[src/rtl/ssd_view_controller_if.sv]
// ssd_view_controller_if: button inputs and display-select outputs of the view controller
interface ssd_view_controller_if;
  logic       btn_up;
  logic       btn_down;
  logic       btn_mode;
  logic [4:0] RegisterIndex;
  logic       Disp_PC;
  logic       Index_changed;
  modport master (output btn_up, btn_down, btn_mode, input RegisterIndex, Disp_PC, Index_changed);
  modport slave (input btn_up, btn_down, btn_mode, output RegisterIndex, Disp_PC, Index_changed);
endinterface

[src/rtl/ssd_view_controller.sv]
// ssd_view_controller: debounced up/down/mode buttons step a 5-bit register index and toggle PC display; define SSD_AUTOREPEAT_EN for hold-to-repeat on up/down
module ssd_view_controller #(
  parameter int DEBOUNCE_CYCLES = 1000000,
  parameter int REPEAT_DELAY    = 50000000,
  parameter int REPEAT_RATE     = 20000000
) (
  input logic clock,
  input logic reset,
  ssd_view_controller_if.slave bus
);
  logic [2:0]       sync1_q, sync1_d, sync2_q, sync2_d;
  logic [2:0]       stable_q, stable_d, prev_q, prev_d, ev_q, ev_d;
  logic [2:0][31:0] cnt_q, cnt_d;
  logic [4:0]       idx_q, idx_d;
  logic             disp_q, disp_d, chg_q, chg_d;
  logic             step_up, step_dn;
  // synchronize, debounce and edge-detect; bit 0 up, bit 1 down, bit 2 mode
  always_comb begin
    sync1_d  = {bus.btn_mode, bus.btn_down, bus.btn_up};
    sync2_d  = sync1_q;
    prev_d   = stable_q;
    ev_d     = stable_q & ~prev_q;
    stable_d = stable_q;
    for (int i = 0; i < 3; i++) begin
      cnt_d[i] = (sync2_q[i] == stable_q[i] || cnt_q[i] == 32'(DEBOUNCE_CYCLES - 1)) ? '0 : cnt_q[i] + 32'd1;
      stable_d[i] = (sync2_q[i] != stable_q[i] && cnt_q[i] == 32'(DEBOUNCE_CYCLES - 1)) ? sync2_q[i] : stable_q[i];
    end
  end
`ifdef SSD_AUTOREPEAT_EN
  logic [1:0][31:0] rcnt_q, rcnt_d;
  logic [1:0]       rep_q, rep_d;
  // hold timer per direction: first repeat after REPEAT_DELAY, then rearmed to fire every REPEAT_RATE until release
  always_comb begin
    for (int i = 0; i < 2; i++) begin
      rep_d[i]  = stable_q[i] && rcnt_q[i] == 32'(REPEAT_DELAY);
      rcnt_d[i] = !stable_q[i] ? '0 : rep_d[i] ? 32'(REPEAT_DELAY - REPEAT_RATE + 1) : rcnt_q[i] + 32'd1;
    end
  end
  // repeat timer state
  always_ff @(posedge clock or posedge reset) begin
    if (reset) begin
      rcnt_q <= '0;
      rep_q  <= '0;
    end else begin
      rcnt_q <= rcnt_d;
      rep_q  <= rep_d;
    end
  end
  assign step_up = ev_q[0] | rep_q[0];
  assign step_dn = ev_q[1] | rep_q[1];
`else
  assign step_up = ev_q[0];
  assign step_dn = ev_q[1];
`endif
  // index steps wrap mod 32; simultaneous up and down cancel
  always_comb begin
    chg_d  = step_up ^ step_dn;
    idx_d  = chg_d ? (step_up ? idx_q + 5'd1 : idx_q - 5'd1) : idx_q;
    disp_d = disp_q ^ ev_q[2];
  end
  // front-end and output registers
  always_ff @(posedge clock or posedge reset) begin
    if (reset) begin
      sync1_q  <= '0;
      sync2_q  <= '0;
      stable_q <= '0;
      prev_q   <= '0;
      ev_q     <= '0;
      cnt_q    <= '0;
      idx_q    <= '0;
      disp_q   <= 1'b0;
      chg_q    <= 1'b0;
    end else begin
      sync1_q  <= sync1_d;
      sync2_q  <= sync2_d;
      stable_q <= stable_d;
      prev_q   <= prev_d;
      ev_q     <= ev_d;
      cnt_q    <= cnt_d;
      idx_q    <= idx_d;
      disp_q   <= disp_d;
      chg_q    <= chg_d;
    end
  end
  assign bus.RegisterIndex = idx_q;
  assign bus.Disp_PC       = disp_q;
  assign bus.Index_changed = chg_q;
endmodule
[src/flat_wrapper.sv]
// flat-port wrapper written by rule: the top's interface ports become plain ports
module ssd_view_controller_flat 
#(
  parameter int DEBOUNCE_CYCLES = 1000000,
  parameter int REPEAT_DELAY    = 50000000,
  parameter int REPEAT_RATE     = 20000000
)
  (clock, reset, bus_btn_up, bus_btn_down, bus_btn_mode, bus_RegisterIndex, bus_Disp_PC, bus_Index_changed);
  ssd_view_controller_if bus_i ();
  input logic clock;
  input logic reset;
  input wire logic [$bits(bus_i.btn_up)-1:0] bus_btn_up;
  input wire logic [$bits(bus_i.btn_down)-1:0] bus_btn_down;
  input wire logic [$bits(bus_i.btn_mode)-1:0] bus_btn_mode;
  output wire logic [$bits(bus_i.RegisterIndex)-1:0] bus_RegisterIndex;
  output wire logic [$bits(bus_i.Disp_PC)-1:0] bus_Disp_PC;
  output wire logic [$bits(bus_i.Index_changed)-1:0] bus_Index_changed;
  assign bus_i.btn_up = bus_btn_up;
  assign bus_i.btn_down = bus_btn_down;
  assign bus_i.btn_mode = bus_btn_mode;
  assign bus_RegisterIndex = bus_i.RegisterIndex;
  assign bus_Disp_PC = bus_i.Disp_PC;
  assign bus_Index_changed = bus_i.Index_changed;
  ssd_view_controller #(.DEBOUNCE_CYCLES(DEBOUNCE_CYCLES), .REPEAT_DELAY(REPEAT_DELAY), .REPEAT_RATE(REPEAT_RATE)) u_core (.clock(clock), .reset(reset), .bus(bus_i));
endmodule
[config.mk]
export PLATFORM = sky130hd
export DESIGN_NAME = ssd_view_controller_flat
export DESIGN_NICKNAME = d
export VERILOG_FILES = /design/src/rtl/ssd_view_controller_if.sv /design/src/rtl/ssd_view_controller.sv /design/src/flat_wrapper.sv
export SDC_FILE = /design/constraint.sdc
export NUM_CORES = 1
export LEC_CHECK = 0
export BUFFER_PORTS_ARGS = -buffer_cell sky130_fd_sc_hd__buf_2
export CAP_MARGIN = 10
export CELL_PAD_IN_SITES_DETAIL_PLACEMENT = 0
export CELL_PAD_IN_SITES_GLOBAL_PLACEMENT = 1
export CORE_UTILIZATION = 40
export CTS_BUF_LIST = sky130_fd_sc_hd__clkbuf_8 sky130_fd_sc_hd__clkbuf_16
export DETAILED_ROUTE_END_ITERATION = 16
export PLACE_DENSITY = 0.7
export SLEW_MARGIN = 30
export SYNTH_ARGS = -nofsm -noshare
export SYNTH_HDL_FRONTEND = slang
export SYNTH_SLANG_ARGS = --single-unit
[constraint.sdc]
create_clock -name clock -period 5.62 [get_ports clock]
set_input_delay 1.686 -clock clock [delete_from_list [all_inputs] [get_ports clock]]
set_output_delay 1.686 -clock clock [all_outputs]
set_load 0.005 [all_outputs]
* Word-level counts from Yosys, hierarchy flattened
Cells that the tools add are included.
** Storage, ports and cells
- Register bits after elaboration :: 118
- Bits of input ports :: 5
- Word-level logic and storage cells :: 41
** Operators by class
- Add/sub/neg operators :: 5
- Equal/unequal tests :: 9
- Mux-type cells :: 4
- Bitwise operators :: 4
- Reductions and logical operators :: 6
** Operators with widths (count)
- 32-bit by 1-bit adder with 32-bit output, second input constant :: 3
- 32-bit by 20-bit equality test with 1-bit output, second input constant :: 3
- 32-bit 2-to-1 mux :: 3
- 5-bit by 1-bit adder with 5-bit output, second input constant :: 1
- 5-bit 2-to-1 mux :: 1
- 5-bit by 1-bit subtractor with 5-bit output, second input constant :: 1
- 3-bit AND :: 1
- 1-bit equality test :: 3
- 1-bit logical AND :: 3
- 1-bit logical OR :: 3
- 1-bit inequality test :: 3
- 3-bit inverter :: 1
- 1-bit XOR :: 2

* Logic depth before layout (Yosys ltp)
- Depth after elaboration :: 3
- Depth in mapped cells :: 7

* Least setup slack after synthesis
OpenSTA, ideal clock, no wires.
- Path kind :: reg-to-output
- Start point :: reg u_core.idx_q[0] (netlist: u_core.bus.RegisterIndex[0])
- End point :: out bus_RegisterIndex[0]
- Arrival :: 0.409 ns
- Required time :: 3.934 ns
- Slack :: 3.525 ns
- Cell stages (with the launch flop) :: 1
- Path through :: dfrtp_1
** RTL lines
- start: declaration :: line ssd_view_controller.sv:14 : logic [4:0] idx_q, idx_d;
- start signal: assignment :: line ssd_view_controller.sv:80 : idx_q <= idx_d;
- end: declaration :: line flat_wrapper.sv:15 : output wire logic [$bits(bus_i.RegisterIndex)-1:0] bus_RegisterIndex;
No word-level cell between the ends.

* Worst setup path in the final report
- Start point :: reg u_core.idx_q[0] (netlist: u_core.bus.RegisterIndex[0])
- End point :: out bus_RegisterIndex[0]
No word-level cell between the ends.

==> impl_metrics.ini <==
[status]
status = finished clean

[critical_path]
cp_cell_sequence = buf_2
cp_top_family = flip-flops
end_kind = output port
crit_buf_inv = 1
max_stage_delay_ns = 0.43
reg2reg_slack_ns = 2.99
r2r-start = u_core.cnt_q[20]
cp_max_fo = 4
required_ns = 3.93
timing.rr.end = u_core.cnt_q[30]
reg2reg_depth = 5
start_kind = register
crit_type = reg2out
cp_slowest_cell = dfrtp_1
arrival_ns = 1.00

[detailed_routing]
routed_wl_mm = 12.9
drc = 0
wl_met3_um = 444
vias_per_cell = 5.86
drt_iter0_drc = 303
met2_length_mm = 6.07
first_pass_iters = 5
vias = 4681
wl_met1_mm = 6.18
postRouteAntennaNets = 0
wl_per_cell_um = 16.1
top_layer = met4

[clock_tree]
ctsResizeCount = 0
post-cts-setup-buffers = 0
cts_root_buffer = clkbuf_16
clkSinkCount = 118
cts_hold_repair.buffers = 0
cts_tree = yes
clk_path_buf_depth = 2
htreeDepth = 4
cts.reportedPaths.clkPinSlew_ns = 0.06
insertion_delay_ns = 0.42
cts_made_buffers = 17

[floorplanning]
initial_utilization = 0.418
io_pins = 12
fp-row-count = 43
core_area_um2 = 14100
fp.dieW_um = 123
dieArea_um2 = 15200
die_h_um = 123

[power_and_ir_drop]
p_per_area_nw_per_um2 = 306
vdd_drop_max_uv = 254
power_uw = 2060
leakagePower_uw = 0.00268

[timing]
max_freq_mhz = 372
fin_crit_ns = 2.69
worstMarginPinSlew_ns = 0.873
setup_violations = 0
holdWs_ns = 0.354
slew_headroom = 0.416
rsz0062_at_grt = false
final_max_slew_viol_count = 0
setup_tns_ns = 0
post-route-period-util = 0.478
finalHoldViolations = 0
finalClockSkew_ns = 0.0104

[logic_synthesis]
avgSynthCellArea_um2 = 9.77
synth_area_leaders = dfrtp_1 (50%), or4_1 (5.6%), o31ai_1 (5.4%)
synthCells = 603
yosysTopAreaCell = dfrtp_1
synth_nets = 615
synth_cell_types = 38
netlist.area_leader.share = 0.501
synth_area_um2 = 5890
yosysWarnings = 0
ys_seq_area_frac = 0.501
ys_seq_elements = 118

[layout]
final_cell_count_no_fill = 799
antennaDiodeCount = 0
area_growth_pct = 14.4
final_cell_mix = dfrtp_1 (118), a21oi_1 (58), or4_1 (44)
num-fill-cells = 1308
num-nets-final = 618
drive_above_1_share = 0.100
final_util = 0.478
mostFrequentLayoutCell = dfrtp_1

[place]
place.gp.congestion = 0.748
dpl.hpwl_mm = 8.28
dp.cells = 767
port_buffers = 11

[global_routing]
grt_pass1_vias = 4595
grt_max_degree = 63
grt-ovfl-total = 0
antenna_found_initial = 0
grt_pass1_wl_mm = 22.5
grt_usage = 0.192

[min_path]
min_to = u_core.sync2_q[0]
hold_path.class = reg2reg
min-delay-start = u_core.sync1_q[0]
whs_path_depth = 0

[flow_run]
drv_cap = 0
routing by layer:
metal,vias up,global-route usage
met5,-,0
met1,2320,0.251
met2,80,0.297
li1,2268,-
met3,13,0.0600
met4,0,0.0708
synth_stat cells:
cell      instances
o31a_1            1
mux2i_1           1
nand2_1          38
dfrtp_1         118
nor2b_1           5
nand4b_1          1
nor3_1            7
buf_6             1
or4_1            44
nand4_1          31
and3_1            7
or3_2             1
or4_4             1
xnor2_1          15
a21oi_1          58
buf_2             6
clkbuf_2          1
or2_2             2
ha_1              6
and4_1           12
nor4_1           13
nor2_1           42
o21ai_0          19
nor4b_1           1
inv_1            15
and2_1            7
or3_1            16
o21ba_2           1
fa_1              1
a21oi_2           1
o31ai_1          42
a21o_1            2
xor2_1           25
nand3_1          32
or4b_4            1
clkbuf_1         24
mux2_2            4
o31ai_2           1
area by class of cell:
class / instances / area [um2] / share of cell area
Tap cell: 180 / 225 / 0.0334
Clock buffer: 17 / 425 / 0.0631
Multi-Input combinational cell: 438 / 2780 / 0.413
Inverter: 15 / 58.8 / 0.00873
Timing Repair Buffer: 16 / 92.6 / 0.0137
Sequential cell: 118 / 2950 / 0.438
Clock inverter: 15 / 204 / 0.0303
report_power, final:
part	total (uW)	internal, uW	switching, uW
clock network	1150	744	409
registers	864	858	6.26
logic	45.6	10.7	34.9
total	2060	1610	450
worst max-delay path by stage:
| stage | slack [ns] | cells after the start | startpoint | to |
|---|---|---|---|---|
| final | 2.93 | 1 | u_core.bus.RegisterIndex[0] | bus_RegisterIndex[0] |
| after global routing | 2.83 | 5 | u_core.cnt_q[20] | u_core.cnt_q[30] |
| after CTS | 2.91 | 1 | u_core.bus.RegisterIndex[0] | bus_RegisterIndex[0] |
| after detailed placement | 2.76 | 3 | reset | u_core.cnt_q[60] |
| after global placement | 2.79 | 3 | reset | u_core.cnt_q[60] |
| after floorplan | 0.80 | 1 | reset | u_core.bus.Disp_PC |
cells by family after synthesis:
logic type | synth area share
adders and majority gates | 0.0161
DFF | 0.501
and+or+nand+nor | 0.253
muxes | 0.00935
xor gates and xnor gates | 0.0595
AOI/OAI and AO/OA | 0.128
buffers and inverters | 0.0327
sequential cells by signal (all words and copies together), names as in the netlist:
| name | cells |
|---|---|
| u_core.prev_q | 3 |
| u_core.bus.Disp_PC | 1 |
| u_core.bus.Index_changed | 1 |
| u_core.sync1_q | 3 |
| u_core.prev_d | 3 |
| u_core.bus.RegisterIndex | 5 |
| u_core.ev_q | 3 |
| u_core.sync2_q | 3 |
| u_core.cnt_q | 96 |
through the flow:
step,setup slack (ns),cell area [um2]
5_1_grt,2.83,6740
4_1_cts,2.91,6740
3_3_place_gp,2.79,6110
2_1_floorplan,0.805,5890
6_report,2.93,6740
3_5_place_dp,2.76,6110
No activity file was read; power rests on OpenSTA's default activity.
